<file path="src/rtl/uart_tx.sv">
// UART transmitter that pulls bytes from an upstream FIFO.
// Frame format: one start bit (0), WIDTH data bits sent LSB first, one stop bit (1).
//
// state    | meaning
// ---------+----------------------------------------------------------
// ST_IDLE  | line idle high; leaves for ST_REQ when tx_enable is high
// ST_REQ   | single-cycle pop request to the FIFO
// ST_WAIT  | capture the byte if fifo_valid is high, else back to IDLE
// ST_START | start bit (low) for CLKS_PER_BIT cycles
// ST_DATA  | WIDTH data bits, LSB first
// ST_STOP  | stop bit (high) for CLKS_PER_BIT cycles
module uart_tx #(
  parameter int CLKS_PER_BIT = 868,
  parameter int WIDTH        = 8
) (
  input  logic             clk,
  input  logic             reset,
  input  logic             tx_enable,
  output logic             fifo_read_enable,
  input  logic [WIDTH-1:0] fifo_read_data,
  input  logic             fifo_valid,
  output logic             tx,
  output logic             busy
);

  localparam int CW = (CLKS_PER_BIT > 1) ? $clog2(CLKS_PER_BIT) : 1;
  localparam int BW = (WIDTH > 1) ? $clog2(WIDTH) : 1;
  localparam logic [CW-1:0] CNT_LAST = CW'(CLKS_PER_BIT - 1);
  localparam logic [BW-1:0] BIT_LAST = BW'(WIDTH - 1);

  localparam logic [2:0] ST_IDLE  = 3'd0;
  localparam logic [2:0] ST_REQ   = 3'd1;
  localparam logic [2:0] ST_WAIT  = 3'd2;
  localparam logic [2:0] ST_START = 3'd3;
  localparam logic [2:0] ST_DATA  = 3'd4;
  localparam logic [2:0] ST_STOP  = 3'd5;

  logic [2:0]       state_q, state_d;
  logic [CW-1:0]    cnt_q, cnt_d;
  logic [BW-1:0]    bit_q, bit_d;
  logic [WIDTH-1:0] shift_q, shift_d;
  logic             tx_q, tx_d;
  logic             rd_q, rd_d;
  logic             busy_q, busy_d;
  // Holds off the first pop until one edge has passed after reset release.
  logic             armed_q;

  // Next-state, bit-cycle counter, bit index and shift register update.
  always_comb begin
    state_d = state_q;
    cnt_d   = cnt_q;
    bit_d   = bit_q;
    shift_d = shift_q;
    case (state_q)
      ST_IDLE: begin
        if (tx_enable && armed_q) state_d = ST_REQ;
      end
      ST_REQ: begin
        state_d = ST_WAIT;
      end
      ST_WAIT: begin
        if (fifo_valid) begin
          shift_d = fifo_read_data;
          cnt_d   = '0;
          state_d = ST_START;
        end else begin
          state_d = ST_IDLE;
        end
      end
      ST_START: begin
        if (cnt_q == CNT_LAST) begin
          cnt_d   = '0;
          bit_d   = '0;
          state_d = ST_DATA;
        end else begin
          cnt_d = cnt_q + 1'b1;
        end
      end
      ST_DATA: begin
        if (cnt_q == CNT_LAST) begin
          cnt_d   = '0;
          shift_d = shift_q >> 1;
          if (bit_q == BIT_LAST) state_d = ST_STOP;
          else bit_d = bit_q + 1'b1;
        end else begin
          cnt_d = cnt_q + 1'b1;
        end
      end
      ST_STOP: begin
        if (cnt_q == CNT_LAST) begin
          cnt_d   = '0;
          state_d = ST_IDLE;
        end else begin
          cnt_d = cnt_q + 1'b1;
        end
      end
      default: begin
        state_d = ST_IDLE;
        cnt_d   = '0;
        bit_d   = '0;
      end
    endcase
  end

  // Outputs are decoded from the next state so they register in step with it.
  always_comb begin
    tx_d   = 1'b1;
    rd_d   = (state_d == ST_REQ);
    busy_d = (state_d == ST_START) || (state_d == ST_DATA) || (state_d == ST_STOP);
    if (state_d == ST_START)     tx_d = 1'b0;
    else if (state_d == ST_DATA) tx_d = shift_d[0];
  end

  // State and output registers; reset drops any in-flight byte.
  always_ff @(posedge clk or negedge reset) begin
    if (!reset) begin
      state_q <= ST_IDLE;
      cnt_q   <= '0;
      bit_q   <= '0;
      shift_q <= '0;
      tx_q    <= 1'b1;
      rd_q    <= 1'b0;
      busy_q  <= 1'b0;
      armed_q <= 1'b0;
    end else begin
      state_q <= state_d;
      cnt_q   <= cnt_d;
      bit_q   <= bit_d;
      shift_q <= shift_d;
      tx_q    <= tx_d;
      rd_q    <= rd_d;
      busy_q  <= busy_d;
      armed_q <= 1'b1;
    end
  end

  assign tx               = tx_q;
  assign busy             = busy_q;
  assign fifo_read_enable = rd_q;

endmodule
</file>
<file path="config.mk">
export PLATFORM = sky130hd
export DESIGN_NAME = uart_tx
export DESIGN_NICKNAME = d
export VERILOG_FILES = /design/src/rtl/uart_tx.sv
export SDC_FILE = /design/constraint.sdc
export NUM_CORES = 1
export LEC_CHECK = 0
export ABC_AREA = 1
export CAP_MARGIN = 20
export CORE_MARGIN = 8
export CORE_UTILIZATION = 53
export DETAILED_ROUTE_END_ITERATION = 10
export PLACE_DENSITY_LB_ADDON = 0.3
export SLEW_MARGIN = 20
export SYNTH_ARGS = -nofsm -noshare
export SYNTH_HDL_FRONTEND = slang
export SYNTH_SLANG_ARGS = --single-unit
export TNS_END_PERCENT = 5
</file>
<file path="constraint.sdc">
create_clock -name clk -period 4.42 [get_ports clk]
set_clock_uncertainty 0.2 [all_clocks]
set_input_delay 0.663 -clock clk [delete_from_list [all_inputs] [get_ports clk]]
set_output_delay 0.663 -clock clk [all_outputs]
set_load 0.05 [all_outputs]
</file>
# Word-level counts from Yosys, hierarchy flattened
# Index checks and enable logic that the tools add are counted.
# word_totals
reg_bits	28
# op_classes
add_sub_neg	2
eq_ne	15
muxes	19
bitwise_logic	2
n_reduce_logical	11
# op_table
op	count
10-bit one-hot mux with 3 select lines	1
3-bit two-way mux	8
10-bit two-way mux	2
3-bit one-hot mux with 6 select lines	1
8-bit two-way mux	2
8-bit one-hot mux with 2 select lines	1
3-bit equality test (second input constant)	5
10-bit by 1-bit adder with 10-bit output (second input constant)	1
10-bit equality test (second input constant)	1
3-bit by 2-bit equality test with 1-bit output (second input constant)	3
3-bit one-hot mux with 3 select lines	1
2-bit inequality test (second input constant)	4
3-bit by 1-bit equality test with 1-bit output (second input constant)	2
4-bit AND reduction	1
4-bit OR reduction	1
3-bit by 1-bit adder with 3-bit output (second input constant)	1
3-bit logical NOT	1
3-bit AND reduction	1
3-bit OR reduction	1
1-bit logical OR	2
1-bit two-way mux	2
2-bit two-way mux	1
1-bit inverter	2
2-bit AND reduction	1
other kinds (3)	3

# Longest topological paths before layout
# Gate-level depths: netlist of run 1.
# logic_depth
ltp_word	7
ltp_mapped	11
mapped_depth_nobuf	11

# Worst setup path before layout of run 1
# OpenSTA, ideal clock, no wires.
# synth_timing
path_type	flip-flop to flip-flop
startpoint	reg cnt_q[1]
endpoint	reg tx_q, in the netlist tx
setup_ps	74
arrival_ps	1304
path_slack_ps	2841
path_stages_with_launch	11
period_less_slack_ps	1579
path_cell_list	dfrtp_1 > ha_1 > nand2_1 > nor2_1 > nand3_2 > nand2_1 > nand2_1 > nor2_1 > nand3_1 > nor2_1 > nor2_1
# synth_via
elab_chain_cells	6
elab_cells_between_ends	11
# synth_lines
element	line_no	rtl
start, declared	39	logic [CW-1:0] cnt_q, cnt_d;
start signal, assigned	127	cnt_q <= cnt_d;
10-bit equality test (*)	71, 80, 90	
3-bit two-way mux, on equally long branches	90, 71, 80	
3-bit one-hot mux with 6 select lines	54	case (state_q)
3-bit equality test	111	else if (state_d == ST_DATA) tx_d = shift_d[0];
1-bit two-way mux	111	
1-bit two-way mux (*)	110	if (state_d == ST_START) tx_d = 1'b0;
named net tx_d	42	logic tx_q, tx_d;
end signal, assigned	130	tx_q <= tx_d;
end, declared	42	
# The timed path passes the listed nets; every way through them passes the cells marked *. The select of a mux whose other input is x is not followed.
# A chain may end at the register's enable or synchronous reset.

# Worst setup path after layout of run 1
# layout_timing
startpoint	reg tx_q, in the netlist tx
endpoint	out tx
# layout_lines
element	line_no	rtl
end, declared	22	output logic tx,
# No word-level cell between the ends.

==> run summary, run 1 <==
run status: complete, no violations
HPWL after detailed placement: 2.31 mm
ordered list of cells on the worst path: clkdlybuf4s50_1
reg-to-reg critical path startpoint: cnt_q[1]
Starting Density: 0.542
critical path type: register to output pin
cell area after layout: 1670 µm²
number of cells upsized or downsized after cts: 0
register area share after synthesis: 0.487
Arrival @ worst endpoint: 1.67 ns
vias per inst: 5.31
number of max-slew violations in the final report: 0
highest routed layer: met4
count of different cell masters after synthesis: 27
slew at the pin closest to its max-slew limit: 0.885 ns
count of input and output buffers: 14
total length of routed wires: 2.90 mm
CTS hold repair buffers: 0
minimum period implied by the final worst setup slack: 2.53 ns
FILL cells: 217
critical path peak fanout: 1
total placed instance area: 1620 µm²
antenna violations before repair: 0
met2 WL: 1.49 mm
cell with the biggest individual delay on the critical path: clkdlybuf4s50_1
Clock Latency Late Sink: 0.33 ns
Die X-Extent: 68.2 µm
most frequent cells after synthesis: nand2_1 (43), inv_1 (30), dfrtp_1 (27)
violation count after the first detailed-route iteration: 86
worst slew margin relative to its limit: 0.408
number of nets produced by synthesis: 192
Worst Setup End Kind: output pin
most instantiated library cell after synthesis: nand2_1
count of endpoints failing setup in the final report: 0
nature of the critical path startpoint: register
first-pass GRT wire length: 5.13 mm
total vias in the final route: 1199
root buffer cell: clkbuf_4
number of nets with antenna violations after detailed routing: 0
Die Y: 68.2 µm
slack of the worst reg-to-reg path: 2.46 ns
vias in the first global route: 1207
cts bufs inserted: 3
post-synth top area cell: dfrtp_1
area enclosed by the die boundary: 4650 µm²
hold path start: bit_q[2]
number of sinks handled by clock tree synthesis: 28
Total Routing Usage GR: 0.142
first-pass detailed-route iteration total: 4
Top Ports: 15
kind of path behind the tightest hold check: register to register
wire length on met1: 1.29 mm
largest net degree at the start of global routing: 22
setup tns final: 0 ns
Post-synth ARST share: 1.00
top cells by area in the synthesized netlist: dfrtp_1 (47%), nand2_1 (11%), inv_1 (7.8%), nor2_1 (4.4%), o221ai_1 (3.0%)
critical path launch point: tx
Met3 Wirelength: 87 µm
number of synthesized register bits: 28
dominant synthesized flop cell: dfrtp_1
Cell Area, Synth: 1440 µm²
H-tree depth: 1
yosys synthesis warning count: 0
clock-pin slew reported for the worst setup and hold paths after clock tree synthesis: 0.16 ns
cell leakage power: 0.844 nW
Max Fclk: 0.396 GHz
maximum single-stage delay on the critical path: 0.79 ns
weighted congestion reported at the end of routability-driven placement: 0.937
synthesis-to-finish area growth: 15.8%
worst-case vdd ir drop: 175 µV
DRC violations left: 0
Max Cap Violations: 0
Ant. Diodes: 0
post-route clock period utilization: 0.572
crit path buf inv count: 1
Syn Inst Count: 177
share of final-layout standard cells stronger than drive strength 1: 0.108
final-report hold violation count: 0
site row count: 19
unrepaired setup endpoints after global routing: no
Post-CTS Setup Bufs: 0
buffers from clock root to sink, at most: 2
core footprint: 2660 µm²
post-synthesis average cell area: 8.15 µm²
WL per Instance: 12.8 µm
total number of nets in the final design: 211
power density over the cells: 263 nW/µm²
Data required, critical path: 3.56 ns
cell class contributing the biggest share of worst-path delay: buffers and inverters
top cell type's share of synthesized area: 0.468
overflow left after global routing: 0
number of enable flip-flop cells after synthesis: 0
TritonCTS clock tree: yes
-- worst paths after layout --
kind,endpoint,cells past startpoint
max,tx,1
min,bit_q[2],2
max reg2reg,tx,9
min reg2reg,bit_q[2],2
max in group asynchronous,tx,2
min in group asynchronous,cnt_q[9],1
-- registers in the layout, indices dropped and copies added (netlist names) --
name,flops
fifo_read_enable,1
bit_q,3
shift_q,8
armed_q,1
busy,1
state_q,3
tx,1
cnt_q,10
-- placed cells by master (no fill, tap or decap) --
cell             netlist  final
nand3_1                8      8
nand2_2                4      4
clkbuf_4               0      3
nor3_2                 2      2
nor3_1                 2      2
conb_1                 1      1
nor2_4                 1      1
or2_2                  1      1
dfrtp_1               27     27
nand2_1               43     43
o221ai_1               5      5
nand4_1                3      3
a21oi_2                1      1
bufinv_16              0      1
and3_1                 1      1
dfstp_2                1      1
buf_4                  0      1
a22o_1                 1      1
o22ai_1                1      1
a21oi_1                7      7
ha_1                   3      3
o21ai_1                1      1
nor2_1                17     17
clkdlybuf4s50_1        0     14
inv_2                  2      2
nand3_2                4      4
inv_1                 30     30
o31ai_1                1      1
o211ai_1               2      2
o21ai_0                7      7
-- kinds of logic (layout without fill, tap and decap cells) --
group | after synthesis | in the layout | share of synthesized area
other cells | 1 | 1 | 0.00260
fa+ha+maj | 3 | 3 | 0.0260
simple gates | 86 | 86 | 0.279
flops | 28 | 28 | 0.487
buf+inv | 33 | 51 | 0.0911
compound gates | 26 | 26 | 0.114
-- metrics by stage --
step | total power, mW | util | setup slack (ns) | hold WS (ns) | cells
final | 0.440 | 0.627 | 1.89 | 0.312 | 226
after global routing | 0.453 | 0.627 | 1.84 | 0.333 | 226
after CTS | 0.442 | 0.627 | 1.88 | 0.311 | 226
after detailed placement | 0.277 | 0.608 | 2.23 | 0.278 | 222
after global placement | 0.277 | 0.608 | 2.27 | 0.258 | 222
after floorplan | 0.262 | - | 2.84 | 0.167 | 177
-- power breakdown --
group	internal, mW	switching, mW
registers	0.257	0.000143
clock network	0.0917	0.0761
logic	0.00903	0.00623
-- routing by layer --
metal / vias up / track usage
met3: 4 / 0.0245
met5: - / 0
met4: 0 / 0.0563
li1: 601 / -
met2: 25 / 0.238
met1: 569 / 0.177
-- final cells by class --
cell class	count	area, µm²	area share
sequential	28	702	0.420
multi-input combinational	116	609	0.365
timing repair buffer	15	148	0.0884
inverter	32	120	0.0719
tap	31	38.8	0.0232
clock inverter	1	30.0	0.0180
clock buffer	3	22.5	0.0135
(Power assumes the default switching activity.)
==> run 2, diff against run 1 <==
Clock period 4.42 ns to 2.54 ns, I/O delays scaled along.
==> run summary, run 2 (synthesized netlist as in run 1, its figures left out) <==
run status: complete, no violations
ordered list of cells on the worst path: clkdlybuf4s50_1
count of endpoints failing setup in the final report: 0 (unchanged)
buffers from clock root to sink, at most: 2 (unchanged)
Clock Latency Late Sink: 0.32 ns (about the same)
total number of nets in the final design: 211 (unchanged)
clock network power share: 0.280 (-0.101)
vias per inst: 5.10 (-3.8%)
first-pass detailed-route iteration total: 4 (unchanged)
number of sinks handled by clock tree synthesis: 28 (unchanged)
HPWL after detailed placement: 2.17 mm (-6.4%)
maximum single-stage delay on the critical path: 0.79 ns (about the same)
register with the most flip-flops: cnt_q
post-route clock period utilization: 0.876
global routing met3 resource utilization: 0.0278 (+0.00327)
Die Y: 68.2 µm (unchanged)
largest net degree at the start of global routing: 29 (+32%)
synthesis-to-finish area growth: 14.0%
Worst Setup End Kind: output pin
max reg flops: 10 (unchanged)
final-report hold violation count: 0 (unchanged)
cell class contributing the biggest share of worst-path delay: buffers and inverters
cell area after layout: 1640 µm² (-1.6%)
power density over the cells: 400 nW/µm² (+52%)
TritonCTS clock tree: yes
number of nets with antenna violations after detailed routing: 0 (unchanged)
crit path buf inv count: 1 (unchanged)
total placed instance area: 1620 µm² (unchanged)
final total power: 658 µW (+49%)
area enclosed by the die boundary: 4650 µm² (unchanged)
site row count: 19 (unchanged)
cell-internal power: 524 µW (+47%)
CTS hold repair buffers: 0 (unchanged)
Top Ports: 15 (unchanged)
DRC violations left: 0 (unchanged)
Die X-Extent: 68.2 µm (unchanged)
core footprint: 2660 µm² (unchanged)
vias in the first global route: 1158 (-4.1%)
logic gate share of total power: 0.040 (+0.005)
Max Fclk: 0.449 GHz
proportion of power drawn by flip-flops and latches: 0.680 (+0.096)
setup tns final: 0 ns (unchanged)
cell leakage power: 0.831 nW (-1.5%)
critical path peak fanout: 1 (unchanged)
root buffer cell: clkbuf_4
post-placement cell count: 222 (unchanged)
nature of the critical path startpoint: register
number of max-slew violations in the final report: 0 (unchanged)
unrepaired setup endpoints after global routing: no
cell with the biggest individual delay on the critical path: clkdlybuf4s50_1
first-pass GRT wire length: 4.97 mm (-3.1%)
number of cells upsized or downsized after cts: 0 (unchanged)
Ant. Diodes: 0 (unchanged)
critical path type: register to output pin
overflow left after global routing: 0 (unchanged)
slew at the pin closest to its max-slew limit: 0.500 ns (-0.386 ns)
minimum setup slack after placement: 0.644 ns (-1.59 ns)
count of input and output buffers: 14 (unchanged)
cts bufs inserted: 3 (unchanged)
total vias in the final route: 1153 (-3.8%)
share of final-layout standard cells stronger than drive strength 1: 0.103 (-0.00513)
global-route met1 utilization: 0.172 (-0.00480)
Total Routing Usage GR: 0.136 (-0.00572)
weighted congestion reported at the end of routability-driven placement: 0.891 (-4.9%)
switching pwr: 134 µW (+62%)
Global Route met2 Usage: 0.230 (-0.00821)
GR peak layer: met2
final cell count without fillers: 226 (unchanged)
worst-case vdd ir drop: 315 µV (+81%)
kind of path behind the tightest hold check: input pin to asynchronous set/reset pin
WL per Instance: 12.3 µm (-4.4%)
registers with the most flip-flops: cnt_q x10, shift_q x8
worst slew margin relative to its limit: 0.666 (+0.258)
most used cells in the layout excluding fill and tap cells: nand2_1 (43), inv_1 (30), dfrtp_1 (27)
Arrival @ worst endpoint: 1.64 ns (-0.03 ns)
violation count after the first detailed-route iteration: 77 (-10%)
total length of routed wires: 2.78 mm (-4.4%)
Max Cap Violations: 0 (unchanged)
Post-CTS Setup Bufs: 0 (unchanged)
Data required, critical path: 1.96 ns (-1.60 ns)
most common cell after layout, fill and taps aside: nand2_1
Starting Density: 0.542 (unchanged)
minimum period implied by the final worst setup slack: 2.23 ns
H-tree depth: 1 (unchanged)
sw frac: 0.203 (+0.0158)
setup slack of the critical path after layout: 0.314 ns (-1.58 ns)
antenna violations before repair: 0 (unchanged)
clock-pin slew reported for the worst setup and hold paths after clock tree synthesis: 0.14 ns (-0.02 ns)
## run 2: cell count changes in the layout (fill, tap and decap cells not counted), sizes merged
cell	previous run	this run
bufinv	1	0
clkbuf	3	4
## run 2: through the flow
step,utilization,hold WS [ns]
final,0.617,0.199
after global routing,0.617,0.241
after floorplan,-,-0.115
after CTS,0.617,0.212
after detailed placement,0.608,0.273
after global placement,0.608,0.261
## run 2: power groups by stage
stage | Clock (mW) | Sequential (mW) | Combinational [mW]
floorplan | 0 | 0.455 | 0.000411
global placement | 0 | 0.455 | 0.0271
detailed placement | 0 | 0.455 | 0.0271
CTS | 0.191 | 0.447 | 0.0272
global route | 0.204 | 0.447 | 0.0299
finish | 0.184 | 0.447 | 0.0263
## run 2: per-layer routing
metal	part of all wire	wire length (µm)
met5	0	0
met4	0.013	37
met3	0.045	126
met2	0.48	1320
met1	0.47	1290
## run 2: worst paths after layout
path | start | end | slack [ns] | cells past startpoint
max in group asynchronous | reset | tx | 1.63 | 2
setup reg to reg | cnt_q[1] | tx | 0.68 | 9
hold reg to reg | bit_q[2] | bit_q[2] | 0.30 | 2
setup / recovery | tx | tx | 0.31 | 1
hold / removal | reset | cnt_q[6] | 0.20 | 2
min in group clk | bit_q[2] | bit_q[2] | 0.30 | 2
## run 2: layout make-up
| class | count | area (µm²) |
|---|---|---|
| Clock buffer | 4 | 26.3 |
| Fill cell | 231 | 1020 |
| Inverter | 32 | 120 |
| Multi-Input combinational cell | 116 | 609 |
| Sequential cell | 28 | 702 |
| Tap cell | 31 | 38.8 |
| Timing Repair Buffer | 15 | 148 |
## run 2: worst register-to-register path, delay by kind of cell (launching register included)
| kind | cells | cell delay [ns] |
|---|---|---|
| buffers and inverters | 2 | 0.21 |
| adders and majority gates | 1 | 0.22 |
| DFF | 1 | 0.40 |
| and+or+nand+nor | 6 | 0.78 |
==> run 3, diff against run 2 <==
Settings changed: CTS_CLUSTER_SIZE from default to 24, PLACE_DENSITY from default to 0.73, PLACE_DENSITY_LB_ADDON 0.3 to default.
==> run summary, run 3 (synthesized netlist as in run 1, its figures left out) <==
run status: complete, no violations
unrepaired setup endpoints after global routing: no
critical path launch point: tx
slack of the worst reg-to-reg path: 0.64 ns (-0.04 ns)
Top Ports: 15 (unchanged)
Die Y: 68.2 µm (unchanged)
cell leakage power: 0.844 nW (+1.6%)
H-tree depth: 1 (unchanged)
HPWL after detailed placement: 2.19 mm (+0.98%)
critical path type: register to output pin
worst hold margin: 0.193 ns (-0.00616 ns)
crit path buf inv count: 1 (unchanged)
global routing met3 resource utilization: 0.0229 (-0.00491)
Global Route met2 Usage: 0.239 (+0.00938)
vias per inst: 5.41 (+6.1%)
total length of routed wires: 2.80 mm (+0.83%)
Max Cap Violations: 0 (unchanged)
FILL cells: 250 (+8.2%)
nature of the critical path startpoint: register
total number of nets in the final design: 211 (unchanged)
final-report hold violation count: 0 (unchanged)
Worst Setup End Kind: output pin
share of final-layout standard cells stronger than drive strength 1: 0.108 (+0.00513)
first-pass detailed-route iteration total: 4 (unchanged)
critical path peak fanout: 1 (unchanged)
register with the most flip-flops: cnt_q
root buffer cell: clkbuf_4
CTS hold repair buffers: 0 (unchanged)
number of max-slew violations in the final report: 0 (unchanged)
Max Fclk: 0.443 GHz (-1.4%)
minimum period implied by the final worst setup slack: 2.26 ns (+0.0313 ns)
cts bufs inserted: 3 (unchanged)
Starting Density: 0.542 (unchanged)
overflow left after global routing: 0 (unchanged)
max reg flops: 10 (unchanged)
Post-CTS Setup Bufs: 0 (unchanged)
WL per Instance: 12.4 µm (+0.83%)
cell with the biggest individual delay on the critical path: clkdlybuf4s50_1
switching pwr: 145 µW (+8.8%)
violation count after the first detailed-route iteration: 90 (+17%)
count of endpoints failing setup in the final report: 0 (unchanged)
TritonCTS clock tree: yes
clock-pin slew reported for the worst setup and hold paths after clock tree synthesis: 0.16 ns (+0.02 ns)
number of nets with antenna violations after detailed routing: 0 (unchanged)
registers with the most flip-flops: cnt_q x10, shift_q x8
Ant. Diodes: 0 (unchanged)
site row count: 19 (unchanged)
total vias in the final route: 1223 (+6.1%)
kind of path behind the tightest hold check: input pin to asynchronous set/reset pin
cell class contributing the biggest share of worst-path delay: buffers and inverters
final cell count without fillers: 226 (unchanged)
Arrival @ worst endpoint: 1.68 ns (+0.04 ns)
power density over the cells: 460 nW/µm² (+15%)
DRC violations left: 0 (unchanged)
area enclosed by the die boundary: 4650 µm² (unchanged)
synthesis-to-finish area growth: 15.8%
post-route clock period utilization: 0.889 (+0.0123)
cell-internal power: 622 µW (+19%)
buffers from clock root to sink, at most: 2 (unchanged)
GR peak layer: met2
area used by multi-input combinational logic: 609 µm² (unchanged)
antenna violations before repair: 0 (unchanged)
most used cells in the layout excluding fill and tap cells: nand2_1 (43), inv_1 (30), dfrtp_1 (27)
logic gate share of total power: 0.035 (-0.005)
count of input and output buffers: 14 (unchanged)
number of sinks handled by clock tree synthesis: 28 (unchanged)
sw frac: 0.189 (-0.0138)
weighted congestion reported at the end of routability-driven placement: 0.816 (-8.4%)
Clock Latency Late Sink: 0.34 ns (+0.02 ns)
clock network power share: 0.383 (+0.103)
first-pass GRT wire length: 5.12 mm (+3.0%)
most common cell after layout, fill and taps aside: nand2_1
worst slew margin relative to its limit: 0.666 (about the same)
largest net degree at the start of global routing: 29 (unchanged)
number of cells upsized or downsized after cts: 0 (unchanged)
global-route met1 utilization: 0.162 (-0.0102)
ordered list of cells on the worst path: clkdlybuf4s50_1
Sequential cell area: 702 µm² (unchanged)
slew at the pin closest to its max-slew limit: 0.500 ns (+0.0000334 ns)
Total Routing Usage GR: 0.140 (+0.00437)
setup tns final: 0 ns (unchanged)
Die X-Extent: 68.2 µm (unchanged)
vias in the first global route: 1271 (+9.8%)
core footprint: 2660 µm² (unchanged)
proportion of power drawn by flip-flops and latches: 0.582 (-0.098)
Data required, critical path: 1.96 ns (about the same)
stages on the worst setup path: 1 (unchanged)
worst-case vdd ir drop: 376 µV (+19%)
post-placement cell count: 222 (unchanged)
reg-to-reg critical path startpoint: cnt_q[1]
maximum single-stage delay on the critical path: 0.79 ns (about the same)
cell depth of the worst flop-to-flop path: 9 (unchanged)
## run 3: cell type report
cell class                 instances  area share
sequential                        28       0.420
multi-input combinational        116       0.365
timing repair buffer              15      0.0884
inverter                          32      0.0719
tap                               31      0.0232
clock inverter                     1      0.0180
clock buffer                       3      0.0135
## run 3: path summary, 6_finish.rpt
path / endpoint
min in group clk: bit_q[0]
min reg2reg: bit_q[0]
max: tx
max in group asynchronous: tx
min: shift_q[1]
max reg2reg: tx
## run 3: routing by layer
layer | vias up | wire length [µm]
met5 | - | 0
met1 | 579 | 1320
met3 | 4 | 96
met4 | 0 | 44
met2 | 32 | 1340
li1 | 608 | -
## run 3: stage by stage
step,power [mW],utilization,instance area [µm²],setup WS [ns]
finish,0.768,0.627,1670,0.283
global route,0.790,0.627,1670,0.235
CTS,0.774,0.627,1670,0.273
detailed placement,0.483,0.608,1620,0.632
global placement,0.483,0.608,1620,0.662
floorplan,0.456,-,1440,0.961
## run 3: power by group through the flow
stage / combinational (mW) / clock, mW / sequential, mW
CTS: 0.0274 / 0.300 / 0.447
global placement: 0.0273 / 0 / 0.455
global route: 0.0301 / 0.313 / 0.447
detailed placement: 0.0274 / 0 / 0.455
floorplan: 0.000411 / 0 / 0.455
finish: 0.0266 / 0.294 / 0.447
==> edit 1, RTL diff (flow settings as in run 2) <==
Register the output `tx` once more, with the module's reset; this adds one clock of latency there. The other outputs are not delayed to match.
--- a/src/rtl/uart_tx.sv
+++ b/src/rtl/uart_tx.sv
@@ -134,7 +134,13 @@
     end
   end
 
-  assign tx               = tx_q;
+  always_ff @(posedge clk or negedge reset) begin
+    if (!reset) begin
+      tx <= '0;
+    end else begin
+      tx <= tx_q;
+    end
+  end
   assign busy             = busy_q;
   assign fifo_read_enable = rd_q;
 
Check against the original RTL: not equivalent (a bounded check fails within 4 cycles, from zero or initial values and one cycle with reset low).
==> edit 1 against run 2 <==
Cell area up 5.6%; global-route usage decreased by 0.48 points; routed wire length grew 4.6%; first-iteration DRC count up 7.8%; clock power grew 56%; sequential cell count grew 1; setup slack gained 0.19 ns; core utilization is 2.3 points higher; die area grew 2.5%; fmax grew 9.2%; register-to-register slack got worse by 0.08 ns; area after synthesis up 3.3%; total power is 18% higher; critical path type unchanged; critical endpoint is now fifo_read_enable.
==> edit 1: results <==
export IMPL_synth_commonest_cells="43 x nand2_1, 30 x inv_1, 28 x dfrtp_1"
export IMPL_outcome="finished clean"
export IMPL_h_tree_depth=2
export IMPL_synth_compound_area_share_pct=9.40
export IMPL_rr_endpoint="shift_q[0]"
export IMPL_synth_xor_area_share_pct=1.18
export IMPL_place_congestion=0.886
export IMPL_setup_worst_path_end="fifo_read_enable"
export IMPL_r2r_start="cnt_q[0]"
export IMPL_place_hpwl_um=2240
export IMPL_nets=218
export IMPL_max_slew_margin_rel_pct=66.7
export IMPL_dpl_cell_area_um2=1680
export IMPL_netSwitchingFraction_pct=21.0
export IMPL_drt_vias_per_instance=5.35
export IMPL_crit_arrival_ns=1.46
export IMPL_p_seq_share_pct=59.5
export IMPL_cp_startpoint="fifo_read_enable"
export IMPL_reg2reg_slack_ns=0.60
export IMPL_rr_worst_depth=8
export IMPL_grt_max_degree=30
export IMPL_irDropWorstVdd_v=0.000353
export IMPL_hold_class="reg -> reg"
export IMPL_first_iter_violations=83
export IMPL_cts_buffers=5
export IMPL_synth_fa_ha_area_share_pct=2.52
export IMPL_seq_area_frac_synth_pct=48.8
export IMPL_path_clk_slew_ns=0.09
-- edit 1: cell count changes in the layout (fill, tap and decap cells not counted), moves of 3 or more --
| cell | run 2 | this run |
|---|---|---|
| nor2_1 | 17 | 23 |
| a21oi_1 | 7 | 2 |
| nand3_1 | 8 | 11 |
| nor2_2 | 0 | 3 |
-- edit 1: area by class of cell --
cell class                 count  area share, %
inverter                      31           6.71
clock buffer                   8           3.39
multi-input combinational    121           37.3
tap                           31           2.24
timing repair buffer          15           8.51
sequential                    29           41.9
-- edit 1: through the flow --
step                      std cells  utilization, %  worst slack, ns  hold WS [ns]
after detailed placement        227            61.9            0.662         0.190
after CTS                       235            64.0            0.484         0.194
after floorplan                 181               -            0.870        -0.115
after global placement          227            61.9            0.707         0.186
final                           235            64.0            0.501         0.187
after global routing            235            64.0            0.455         0.208
-- edit 1: layer usage --
layer	vias up	track usage, %	routed length [um]
li1	622	-	-
met1	585	15.1	1330
met2	45	20.1	1300
met3	5	6.01	218
met4	0	6.38	48
met5	-	0	0
==> edit 2, RTL diff (settings of run 2) <==
Without the edit above. Change the parameter `WIDTH` from 8 to 16.
--- a/src/rtl/uart_tx.sv
+++ b/src/rtl/uart_tx.sv
@@ -11,7 +11,7 @@
 // ST_STOP  | stop bit (high) for CLKS_PER_BIT cycles
 module uart_tx #(
   parameter int CLKS_PER_BIT = 868,
-  parameter int WIDTH        = 8
+  parameter int WIDTH        = 16
 ) (
   input  logic             clk,
   input  logic             reset,
Interface: changed (resized fifo_read_data); port bits go from 15 to 23. The function was not compared with the original's and may differ.
==> edit 2 against run 2 <==
Combinational power up 96%; total power up 65%; setup slack got worse by 0.062 ns; area after synthesis is 30% higher; routed wire length rose by 30%; sequential share of layout area fell by 1.2 points; sequential cell count rose by 9; clock power rose by 130%; synthesized cell count is 22% higher; largest power group unchanged; cell area up 36%.
==> edit 2: results <==
export IMPL_synth_commonest_cells="55 x nand2_1, 36 x dfrtp_1, 23 x nor2_1"
export IMPL_met2_usage_pct=23.4
export IMPL_insertion_delay_ns=0.34
export IMPL_grt_max_degree=38
export IMPL_slowest_delay_ns=0.82
export IMPL_seq_area_frac_synth_pct=49.3
export IMPL_cts_buffers=5
export IMPL_irDropWorstVdd_v=0.000473
export IMPL_path_clk_slew_ns=0.11
export IMPL_max_slew_margin_rel_pct=46.3
export IMPL_met1_length_um=1690
export IMPL_outcome="finished clean"
export IMPL_synth_area_top_cells="dfrtp_1 48%, nand2_1 11%, nor2_1 4.6%"
export IMPL_route_met2_wl_um=1690
export IMPL_hold_buffers=1
export IMPL_synth_cell_types=35
export IMPL_nets=266
export IMPL_h_tree_depth=2
export IMPL_port_buffers=22
export IMPL_place_hpwl_um=2630
export IMPL_reg_top3="shift_q (16), cnt_q (10), bit_q (4)"
export IMPL_grt_usage_pct=15.0
export IMPL_place_congestion=0.855
export IMPL_grt_pass1_vias=1533
export IMPL_wl_per_cell_um=12.4
export IMPL_pre_cts_ws_ns=0.575
export IMPL_p_leak_nw=1.07
export IMPL_netSwitchingFraction_pct=20.1
export IMPL_wl_met3_um=186
export IMPL_crit_arrival_ns=1.71
==> edit 2: per-stage QoR <==
| step | power [W] | hold WS (ns) | cells |
|---|---|---|---|
| after detailed placement | 0.000669 | 0.263 | 282 |
| final | 0.00108 | 0.292 | 291 |
| after global routing | 0.00112 | 0.314 | 291 |
| after CTS | 0.00109 | 0.287 | 291 |
| after floorplan | 0.000625 | -0.115 | 216 |
| after global placement | 0.000668 | 0.252 | 282 |
==> edit 2: cell families after synthesis <==
family          synth area share [%]
buf+inv                         6.18
xor+xnor                        1.40
other cells                    0.199
simple gates                    28.9
flops                           49.3
compound gates                  12.7
fa+ha+maj                       1.33
==> edit 2: worst register-to-register path: stages (launching register included) <==
cell and delay [ns]:
dfrtp_1 0.39, ha_1 0.22, nand2_1 0.10, nor2_4 0.13, nand3_4 0.16, nand2_2 0.14
nand3_4 0.19, nand2_1 0.11, nand2_1 0.07, nor2_1 0.10, nor2_1 0.05
==> edit 2: cell type report <==
type,instances,area (um^2)
Sequential cell,37,927
Multi-Input combinational cell,153,838
Timing Repair Buffer,24,233
Tap cell,46,57.6
Fill cell,318,1130
Clock inverter,1,30.0
Inverter,23,93.8
Clock buffer,7,55.1
==> edit 2: worst paths after layout <==
check	to	slack, ns	depth (start not counted)
min in group asynchronous	cnt_q[1]	0.46	2
worst min-delay path	shift_q[0]	0.29	2
worst min register to register	shift_q[0]	0.29	2
max in group asynchronous	cnt_q[0]	1.17	2
worst max-delay path	tx	0.25	1
worst max register to register	tx	0.62	10
==> edit 2: power by group through the flow <==
stage	combinational, W	sequential (W)	clock (W)
after floorplan	0.00000939	0.000616	0
after global placement	0.0000509	0.000617	0
after detailed placement	0.0000518	0.000617	0
after CTS	0.0000529	0.000606	0.000435
after global routing	0.0000586	0.000607	0.000458
final	0.0000516	0.000606	0.000426
